File: config.mk
export PLATFORM = sky130hd
export DESIGN_NAME = ultrasonic_ranger
export DESIGN_NICKNAME = d
export VERILOG_FILES = /design/src/rtl/ultrasonic_pkg.sv /design/src/rtl/ultrasonic_ranger_echo_sync.sv /design/src/rtl/ultrasonic_ranger.sv
export SDC_FILE = /design/constraint.sdc
export NUM_CORES = 1
export LEC_CHECK = 0
export ABC_AREA = 1
export BUFFER_PORTS_ARGS = -buffer_cell sky130_fd_sc_hd__buf_4
export CORE_MARGIN = 1.5
export CORE_UTILIZATION = 60
export CTS_CLUSTER_SIZE = 28
export DETAILED_ROUTE_END_ITERATION = 8
export PLACE_DENSITY = 0.8
export SLEW_MARGIN = 20
export SYNTH_ARGS = -nofsm -noshare
export SYNTH_HDL_FRONTEND = slang
export SYNTH_SLANG_ARGS = --single-unit
File: constraint.sdc
create_clock -name clk -period 3.3 [get_ports clk]
set_clock_uncertainty 0.1 [all_clocks]
set_input_delay 0.33 -clock clk [delete_from_list [all_inputs] [get_ports clk]]
set_output_delay 0.33 -clock clk [all_outputs]
set_load 0.01 [all_outputs]
File: src/rtl/ultrasonic_pkg.sv
// ---------------------------------------------------------------------------
// ultrasonic_pkg
// Shared types and helpers for the ultrasonic ranger front end.
//   state_t     : shot sequencer states
//   timer_width : bits needed by the single shared timer, which must hold
//                 the largest of the trigger, timeout and holdoff intervals
// ---------------------------------------------------------------------------
package ultrasonic_pkg;

   typedef enum logic [2:0] {
      IDLE,
      TRIG,
      WAIT_RISE,
      MEASURE,
      HOLDOFF
   } state_t;

   function automatic int timer_width(input int a, input int b, input int c);
      int m;
      m = a;
      if (b > m) m = b;
      if (c > m) m = c;
      return $clog2(m + 1);
   endfunction

endpackage

File: src/rtl/ultrasonic_ranger_echo_sync.sv
// ---------------------------------------------------------------------------
// echo_sync
// Synchroniser and edge detector for one asynchronous echo input.
//   i_clk, i_rst : clock, asynchronous active-high reset
//   i_echo       : raw asynchronous echo
//   o_level      : echo after SYNC_STAGES flops
//   o_rise       : one-cycle pulse on a 0->1 transition of o_level
//   o_fall       : one-cycle pulse on a 1->0 transition of o_level
// ---------------------------------------------------------------------------
module echo_sync #(
   parameter int SYNC_STAGES = 2
) (
   input  logic i_clk,
   input  logic i_rst,
   input  logic i_echo,
   output logic o_level,
   output logic o_rise,
   output logic o_fall
);

   logic [SYNC_STAGES-1:0] r_sync;
   logic                   r_level_d;
   logic                   w_level;

   always_ff @(posedge i_clk or posedge i_rst) begin
      if (i_rst) begin
         r_sync    <= '0;
         r_level_d <= 1'b0;
      end else begin
         r_sync    <= {r_sync[SYNC_STAGES-2:0], i_echo};
         r_level_d <= r_sync[SYNC_STAGES-1];
      end
   end

   assign w_level = r_sync[SYNC_STAGES-1];
   assign o_level = w_level;
   assign o_rise  = w_level & ~r_level_d;
   assign o_fall  = ~w_level & r_level_d;

endmodule

File: src/rtl/ultrasonic_ranger.sv
// ---------------------------------------------------------------------------
// ultrasonic_ranger
// Round-robin multi-channel ultrasonic front end: fires one trigger at a
// time, measures the echo high time in clock cycles and reports it tagged
// with the channel index. A holdoff follows every shot.
//   clk, reset  : clock, asynchronous active-high reset
//   enable      : level; keeps the channels firing while high (sampled in IDLE)
//   echo        : raw asynchronous echo inputs, one per channel
//   trig        : trigger outputs, at most one bit high
//   ch_idx      : channel of the last report
//   width       : last measured echo width (saturating)
//   width_valid : one-cycle strobe, new width on ch_idx
//   timeout     : one-cycle strobe, ch_idx produced no complete echo
//   busy        : sequencer is not IDLE
// ---------------------------------------------------------------------------
module ultrasonic_ranger
   import ultrasonic_pkg::*;
#(
   parameter  int NUM_CH         = 4,
   parameter  int COUNT_W        = 24,
   parameter  int TRIG_CYCLES    = 1000,
   parameter  int TIMEOUT_CYCLES = 3800000,
   parameter  int HOLDOFF_CYCLES = 6000000,
   parameter  int SYNC_STAGES    = 2,
   localparam int CH_W           = (NUM_CH > 1) ? $clog2(NUM_CH) : 1
) (
   input  logic               clk,
   input  logic               reset,
   input  logic               enable,
   input  logic [NUM_CH-1:0]  echo,
   output logic [NUM_CH-1:0]  trig,
   output logic [CH_W-1:0]    ch_idx,
   output logic [COUNT_W-1:0] width,
   output logic               width_valid,
   output logic               timeout,
   output logic               busy
);

   localparam int TMR_W = timer_width(TRIG_CYCLES, TIMEOUT_CYCLES, HOLDOFF_CYCLES);

   localparam logic [TMR_W-1:0]   TRIG_LAST = TMR_W'(TRIG_CYCLES - 1);
   localparam logic [TMR_W-1:0]   TO_LAST   = TMR_W'(TIMEOUT_CYCLES - 1);
   localparam logic [TMR_W-1:0]   HO_LAST   = TMR_W'(HOLDOFF_CYCLES - 1);
   localparam logic [CH_W-1:0]    CH_LAST   = CH_W'(NUM_CH - 1);
   localparam logic [COUNT_W-1:0] CNT_MAX   = '1;

   state_t               r_state, w_next;
   logic [TMR_W-1:0]     r_timer;
   logic [COUNT_W-1:0]   r_count;
   logic [CH_W-1:0]      r_cur_ch;

   logic [NUM_CH-1:0]    w_echo_s, w_rise, w_fall;
   logic                 w_cur_lvl, w_cur_rise, w_cur_fall;
   logic                 w_to_hit;
   logic                 w_report, w_expire;
   logic                 w_tmr_clr;

   // ---- per-channel synchronisers -----------------------------------------
   for (genvar g = 0; g < NUM_CH; g++) begin : g_ch
      echo_sync #(.SYNC_STAGES(SYNC_STAGES)) u_sync (
         .i_clk   (clk),
         .i_rst   (reset),
         .i_echo  (echo[g]),
         .o_level (w_echo_s[g]),
         .o_rise  (w_rise[g]),
         .o_fall  (w_fall[g])
      );
   end

   // Only the channel being fired is looked at; the others are ignored.
   assign w_cur_lvl  = w_echo_s[r_cur_ch];
   assign w_cur_rise = w_rise[r_cur_ch];
   assign w_cur_fall = w_fall[r_cur_ch];

   // The timer runs from WAIT_RISE entry through MEASURE, so the timeout
   // bounds the whole listen window. ">=" keeps a rise on the very last
   // WAIT_RISE cycle from slipping past the limit.
   assign w_to_hit = (r_timer >= TO_LAST);

   // ---- FSM: state register ----------------------------------------------
   always_ff @(posedge clk or posedge reset) begin
      if (reset) r_state <= IDLE;
      else       r_state <= w_next;
   end

   // ---- FSM: next state ---------------------------------------------------
   always_comb begin
      w_next = r_state;
      case (r_state)
         IDLE:      if (enable) w_next = TRIG;
         TRIG:      if (r_timer == TRIG_LAST) w_next = WAIT_RISE;
         WAIT_RISE: begin
            if (w_to_hit)        w_next = HOLDOFF;
            else if (w_cur_rise) w_next = MEASURE;
         end
         // A fall on the timeout cycle still counts as a completed echo.
         MEASURE:   if (w_cur_fall || w_to_hit) w_next = HOLDOFF;
         HOLDOFF:   if (r_timer == HO_LAST) w_next = IDLE;
         default:   w_next = IDLE;
      endcase
   end

   // ---- FSM: outputs ------------------------------------------------------
   // trig/busy decode straight from the state register so reset drops them
   // without waiting for a clock edge.
   always_comb begin
      trig = '0;
      if (r_state == TRIG) trig[r_cur_ch] = 1'b1;
      busy     = (r_state != IDLE);
      w_report = (r_state == MEASURE) && w_cur_fall;
      w_expire = ((r_state == WAIT_RISE) || (r_state == MEASURE)) && w_to_hit && !w_report;
   end

   // Timer restarts on every state change except WAIT_RISE->MEASURE.
   assign w_tmr_clr = (r_state == IDLE) || ((w_next != r_state) && (w_next != MEASURE));

   // ---- datapath ----------------------------------------------------------
   always_ff @(posedge clk or posedge reset) begin
      if (reset) begin
         r_timer     <= '0;
         r_count     <= '0;
         r_cur_ch    <= '0;
         width       <= '0;
         ch_idx      <= '0;
         width_valid <= 1'b0;
         timeout     <= 1'b0;
      end else begin
         r_timer <= w_tmr_clr ? '0 : r_timer + 1'b1;

         // The rise cycle is itself the first high cycle, hence count=1.
         if (r_state == WAIT_RISE && w_next == MEASURE)
            r_count <= COUNT_W'(1);
         else if (r_state == MEASURE && w_cur_lvl && r_count != CNT_MAX)
            r_count <= r_count + 1'b1;

         if (r_state == HOLDOFF && r_timer == HO_LAST)
            r_cur_ch <= (r_cur_ch == CH_LAST) ? '0 : r_cur_ch + 1'b1;

         width_valid <= w_report;
         timeout     <= w_expire;
         if (w_report) begin
            width  <= r_count;
            ch_idx <= r_cur_ch;
         end else if (w_expire) begin
            ch_idx <= r_cur_ch;
         end
      end
   end

endmodule

# ---- After elaboration in Yosys (flattened, before gate mapping)
# Cells that the tools add are included.
dict set report op_classes {
  addsub 3
  order_cmp 3
  eq_ne 11
  muxes 22
  bitwise_logic 16
  reduce_logical 17
}
# op n
set ops {}
lappend ops {{two-way mux 24 bit} 2}
lappend ops {{adder 24 x 1 -> 24 bit (second input constant)} 1}
lappend ops {{!= test 24 bit (second input constant)} 1}
lappend ops {{adder 23 x 1 -> 23 bit (second input constant)} 1}
lappend ops {{== test 23 x 10 -> 1 bit (second input constant)} 1}
lappend ops {{== test 23 bit (second input constant)} 1}
lappend ops {{greater-or-equal comparator 23 x 22 -> 1 bit (second input constant)} 1}
lappend ops {{two-way mux 23 bit} 1}
lappend ops {{two-way mux 3 bit} 6}
lappend ops {{one-hot mux 3 bit (5 select lines)} 1}
lappend ops {{== test 3 x 2 -> 1 bit (second input constant)} 3}
lappend ops {{logical AND 1 bit} 9}
lappend ops {{bitwise AND 1 bit} 8}
lappend ops {{NOT 1 bit} 8}
lappend ops {{binary-select mux 1 bit (select 2 bit)} 3}
lappend ops {{two-way mux 2 bit} 3}
lappend ops {{two-way mux 1 bit} 4}
lappend ops {{two-way mux 4 bit} 1}
lappend ops {{nonzero test 2 bit} 2}
lappend ops {{== test 3 x 1 -> 1 bit (second input constant)} 1}
lappend ops {{== test 3 bit (second input constant)} 1}
lappend ops {{logical NOT 3 bit} 1}
lappend ops {{logical OR 1 bit} 3}
lappend ops {{< comparator 2 x 3 -> 1 bit (second input constant)} 1}
lappend ops {{8 further kinds} 8}
dict set report totals {
  register_bits 92
  inputBits 7
  out_inout_bits 33
  elab_cells 88
}

# ---- Longest topological paths before layout
dict set report depth {
  depth_word 11
  ltp_mapped 17
  ltp_nobuf 16
}

# ---- Hierarchy
# Synthesis repeated with hierarchy kept, for this count alone.
dict set report hier_totals {
  hier_cells 576
  hier_area_um2 4805.9
}
# mod instances cells_per_inst area_each_um2 seq_area_each_um2
set modules_own_cells {}
lappend modules_own_cells {ultrasonic_ranger 1 544 4430.5 2001.9}
lappend modules_own_cells {echo_sync 4 8 93.8 75.1}

# ---- Worst setup path before layout
# Ideal clock, no wire load.
dict set report synth_timing {
  path_kind {reg2reg}
  start {reg r_timer[0]}
  end {reg r_timer[15]}
  setup_time_ps 121
  t_arrival_ps 1748
  required_ps 3079
  slack_ps 1331
  path_stages_with_launch 17
  path_buffers 1
  period_less_slack_ps 1969
  cell_sequence {dfrtp_1 ha_1 nand2_1 inv_1 nand2_2 nor2_1 nand2_2 nand3_2 nor2_4 nor2_4 nand3_1 nand2_1 nand2_1 nand2_1 nand2_2 buf_6 nor2_2}
}
dict set report synth_via {
  elab_chain_cells 8
  word_cells_on_any_way 15
  classes_between {add/sub: 1; order compare: 1; eq/ne: 4; mux: 6; reduce/logical: 3}
}
# element line
set synth_rtl {}
lappend synth_rtl {{from (decl)} ultrasonic_ranger.sv:48} ;# logic [TMR_W-1:0] r_timer;
lappend synth_rtl {{from (signal assigned)} ultrasonic_ranger.sv:128} ;# r_timer <= w_tmr_clr ? '0 : r_timer + 1'b1;
lappend synth_rtl {{greater-or-equal comparator 23 x 22 -> 1 bit} ultrasonic_ranger.sv:78} ;# assign w_to_hit = (r_timer >= TO_LAST);
lappend synth_rtl {{logical OR 1 bit} ultrasonic_ranger.sv:97} ;# MEASURE: if (w_cur_fall || w_to_hit) w_next = HOLDOFF;
lappend synth_rtl {{two-way mux 3 bit} ultrasonic_ranger.sv:97}
lappend synth_rtl {{one-hot mux 3 bit (5 select lines)} ultrasonic_ranger.sv:89} ;# case (r_state)
lappend synth_rtl {{!= test 3 bit / != test 3 x 2 -> 1 bit (equally long branches)} ultrasonic_ranger.sv:115} ;# assign w_tmr_clr = (r_state == IDLE) || ((w_next != r_state) && (w_next != MEASURE));
lappend synth_rtl {{logical AND 1 bit} ultrasonic_ranger.sv:115}
lappend synth_rtl {{logical OR 1 bit} ultrasonic_ranger.sv:115}
lappend synth_rtl {{two-way mux 23 bit *} ultrasonic_ranger.sv:128}
# Mark *: on every way between the ends. The rest lies on a longest branch, timed or not.
# A chain may end at the register's enable or synchronous reset.

# ---- Worst setup path after layout
dict set report layout_timing {
  start {reg r_timer[0]}
  end {reg r_timer[0]}
}
# Same word-level chain as after synthesis.

==> impl_metrics.json <==
{
  "drive_gt1_frac": 0.169,
  "synth_commonest_cells": "nand2_1 (126), dfrtp_1 (92), nor2_1 (72), inv_1 (63), o21ai_0 (32)",
  "drc_errors": 0,
  "route.met3.wl_um": 477,
  "worstPathRequired_ps": 3440,
  "syn_inst": 563,
  "clkPwrFrac": 0.385,
  "startpoint_type": "flop",
  "holdCritPathClass": "reg2reg",
  "synth_seq_cells": 92,
  "finalMaxSlewViolations": 0,
  "ys_types": 29,
  "yosysTopAreaCell": "dfrtp_1",
  "rr_worst_depth": 14,
  "drtIter0Drc": 242,
  "n_antenna_cell": 0,
  "die_h_um": 90.8,
  "finalSetupTns_ps": 0,
  "final_cells": 713,
  "overflow": 0,
  "yosysSeqAreaShare": 0.498,
  "drt-pass1-iter-count": 5,
  "vias": 3774,
  "hold_path_depth": 0,
  "regArea_um2": 2300,
  "clock-root-buffer": "clkbuf_8",
  "cts_tree": "done",
  "syn_area_per_cell_um2": 8.21,
  "worst_pin_slew_ps": 685,
  "rsz0062_at_grt": "no",
  "slowest_delay_ps": 480,
  "die_x_um": 90.8,
  "irDropWorstVdd_v": 0.000426,
  "p_seq_frac": 0.595,
  "path_clk_slew_ps": 100,
  "post-dp-hpwl_um": 6680,
  "timing.final.crit_share": 0.747,
  "num_rows": 31,
  "cts_sinks": 92,
  "synth_warnings": 0,
  "place_ws_ps": 862,
  "core_area_um2": 7370,
  "wirelength_um": 9510,
  "yosys-top-cells-area": "dfrtp_1 (50%), nand2_1 (10%), nor2_1 (5.8%)",
  "synth_edf_count": 0,
  "dpl.cell_count": 692,
  "synth-async-reset-ratio": 1.00,
  "route.met2.wl_um": 4310,
  "hold_viol": 0,
  "p_int_mw": 1.44,
  "power.net_switching_uw": 474,
  "cp_max_fo": 23,
  "post_cts_buffers": 0,
  "wl_per_cell_um": 13.3,
  "layout_setup_ws_ps": 835,
  "areaGrowthSynthToFinish_pct": 13.5,
  "final_util": 0.712,
  "yosys.cell_count.top_type": "nand2_1",
  "drv_cap": 0,
  "clock_latency_ps": 370,
  "dr.max_layer_used": "met4",
  "die-area_um2": 8240,
  "grt_start_max_net_pins": 64,
  "ioPinCount": 40,
  "io_buffers": 39,
  "slew_headroom": 0.539,
  "combPwrFrac": 0.020,
  "path_cells": "ha_1, nand2_1, inv_1, nand2_2, nor2_1, nand2_2, nand3_2, nand3_1, o211ai_1, nor2_1, nand2_1, nand2_1, nand2_2, nor2_1",
  "synth_ff_type": "dfrtp_1",
  "synth_nets": 576,
  "cp-end-kind": "flop",
  "cts_resized": 0,
  "synth_top_cell_area_share": 0.498,
  "cts_buffers": 9,
  "antenna_found_initial": 0,
  "critPathSlowestCell": "nand2_2",
  "cts_max_level": 3,
  "power_leakage_nw": 2.51,
  "grt_pass1_vias": 3561,
  "drtAntennaViolNets": 0,
  "crit_type": "reg2reg",
  "hold_buffers": 5,
  "outcome": "finished clean",
  "grt_pass1_wl_um": 16500,
  "grt_use_total": 0.250,
  "clockBufferDepth": 2,
  "arrival_ps": 2600,
  "switching_share": 0.247,
  "initial_core_util": 0.628,
  "max_freq_ghz": 0.406,
  "multi_input_area_um2": 1990,
  "finalWeightedCongestion": 0.945,
  "period_minus_slack_ps": 2470,
  "power_density_nw_per_um2": 365,
  "netlist_area_um2": 4620,
  "fill_cells": 574,
  "fin_nets": 622,
  "setup-violations-final": 0,
  "wl_met1_um": 4500,
  "via_per_inst": 5.29
}
## cell families (layout without fill, tap and decap cells)
logic type      count (synthesis)  in the layout  synth area share
compound gates                 45             45            0.0517
xor+xnor                       34             34            0.0644
fa+ha+maj                       6              6            0.0162
buf+inv                        83            134            0.0728
flops                          92             92             0.498
simple gates                  303            303             0.297
## metrics by stage
stage	total power, mW	hold WS [ps]	area (µm²)
final	1.91	254	5250
after CTS	1.93	259	5250
after floorplan	1.18	231	4620
after detailed placement	1.20	236	5010
after global routing	1.98	274	5250
after global placement	1.19	232	5010
## power groups by stage
stage / clock [mW] / combinational [mW] / sequential, mW
after floorplan: 0 / 0.0200 / 1.16
after global placement: 0 / 0.0348 / 1.16
after detailed placement: 0 / 0.0355 / 1.16
after CTS: 0.753 / 0.0402 / 1.14
after global routing: 0.792 / 0.0446 / 1.14
final: 0.737 / 0.0385 / 1.14
## layout make-up
type | instances | area share
flip-flops and latches | 92 | 0.439
multi-input cells | 388 | 0.378
repair buffers | 47 | 0.0720
inverters | 71 | 0.0510
clock buffers | 9 | 0.0236
well taps | 99 | 0.0236
clock inverters | 7 | 0.0129
## flip-flops by register name, indices dropped and copies added (netlist names)
signal and cells:
r_timer 23, g_ch.u_sync.r_sync 8, r_cur_ch 2, timeout 1, ch_idx 2, r_count 24
g_ch.u_sync.r_level_d 4, width 24, width_valid 1, r_state 3
## layout by cell type (no fill, tap or decap), types with 6 or more instances in the layout
| cell type | n |
|---|---|
| a21oi_1 | 6 |
| buf_4 | 41 |
| clkbuf_8 | 9 |
| dfrtp_1 | 92 |
| ha_1 | 6 |
| inv_1 | 62 |
| inv_2 | 8 |
| nand2_1 | 126 |
| nand2_2 | 7 |
| nand3_1 | 28 |
| nand4_1 | 11 |
| nor2_1 | 72 |
| nor2_2 | 24 |
| nor3_1 | 17 |
| nor4_1 | 7 |
| o21ai_0 | 32 |
| xor2_1 | 30 |
## critical path: cells and delay by family, from the launching register on
family          cells  cell delay, ps
compound gates      1             140
flops               1             380
buf+inv             1             110
simple gates       11            1400
fa+ha+maj           1             190
## metal layers
| metal | up-vias | track usage |
|---|---|---|
| met4 | 0 | 0.0990 |
| met2 | 111 | 0.376 |
| met1 | 1785 | 0.352 |
| met3 | 19 | 0.0581 |
| li1 | 1859 | - |
| met5 | - | 0 |
## worst paths after layout
check / end / slack, ps / from
worst max register to register: r_timer[0] / 830 / r_timer[0]
max in group asynchronous: timeout / 1970 / reset
min in group asynchronous: r_timer[17] / 440 / reset
worst max-delay path: r_timer[0] / 830 / r_timer[0]
worst min register to register: g_ch[2].u_sync.r_sync[1] / 250 / g_ch[2].u_sync.r_sync[0]
worst min-delay path: g_ch[2].u_sync.r_sync[1] / 250 / g_ch[2].u_sync.r_sync[0]
(Power assumes the default switching activity.)
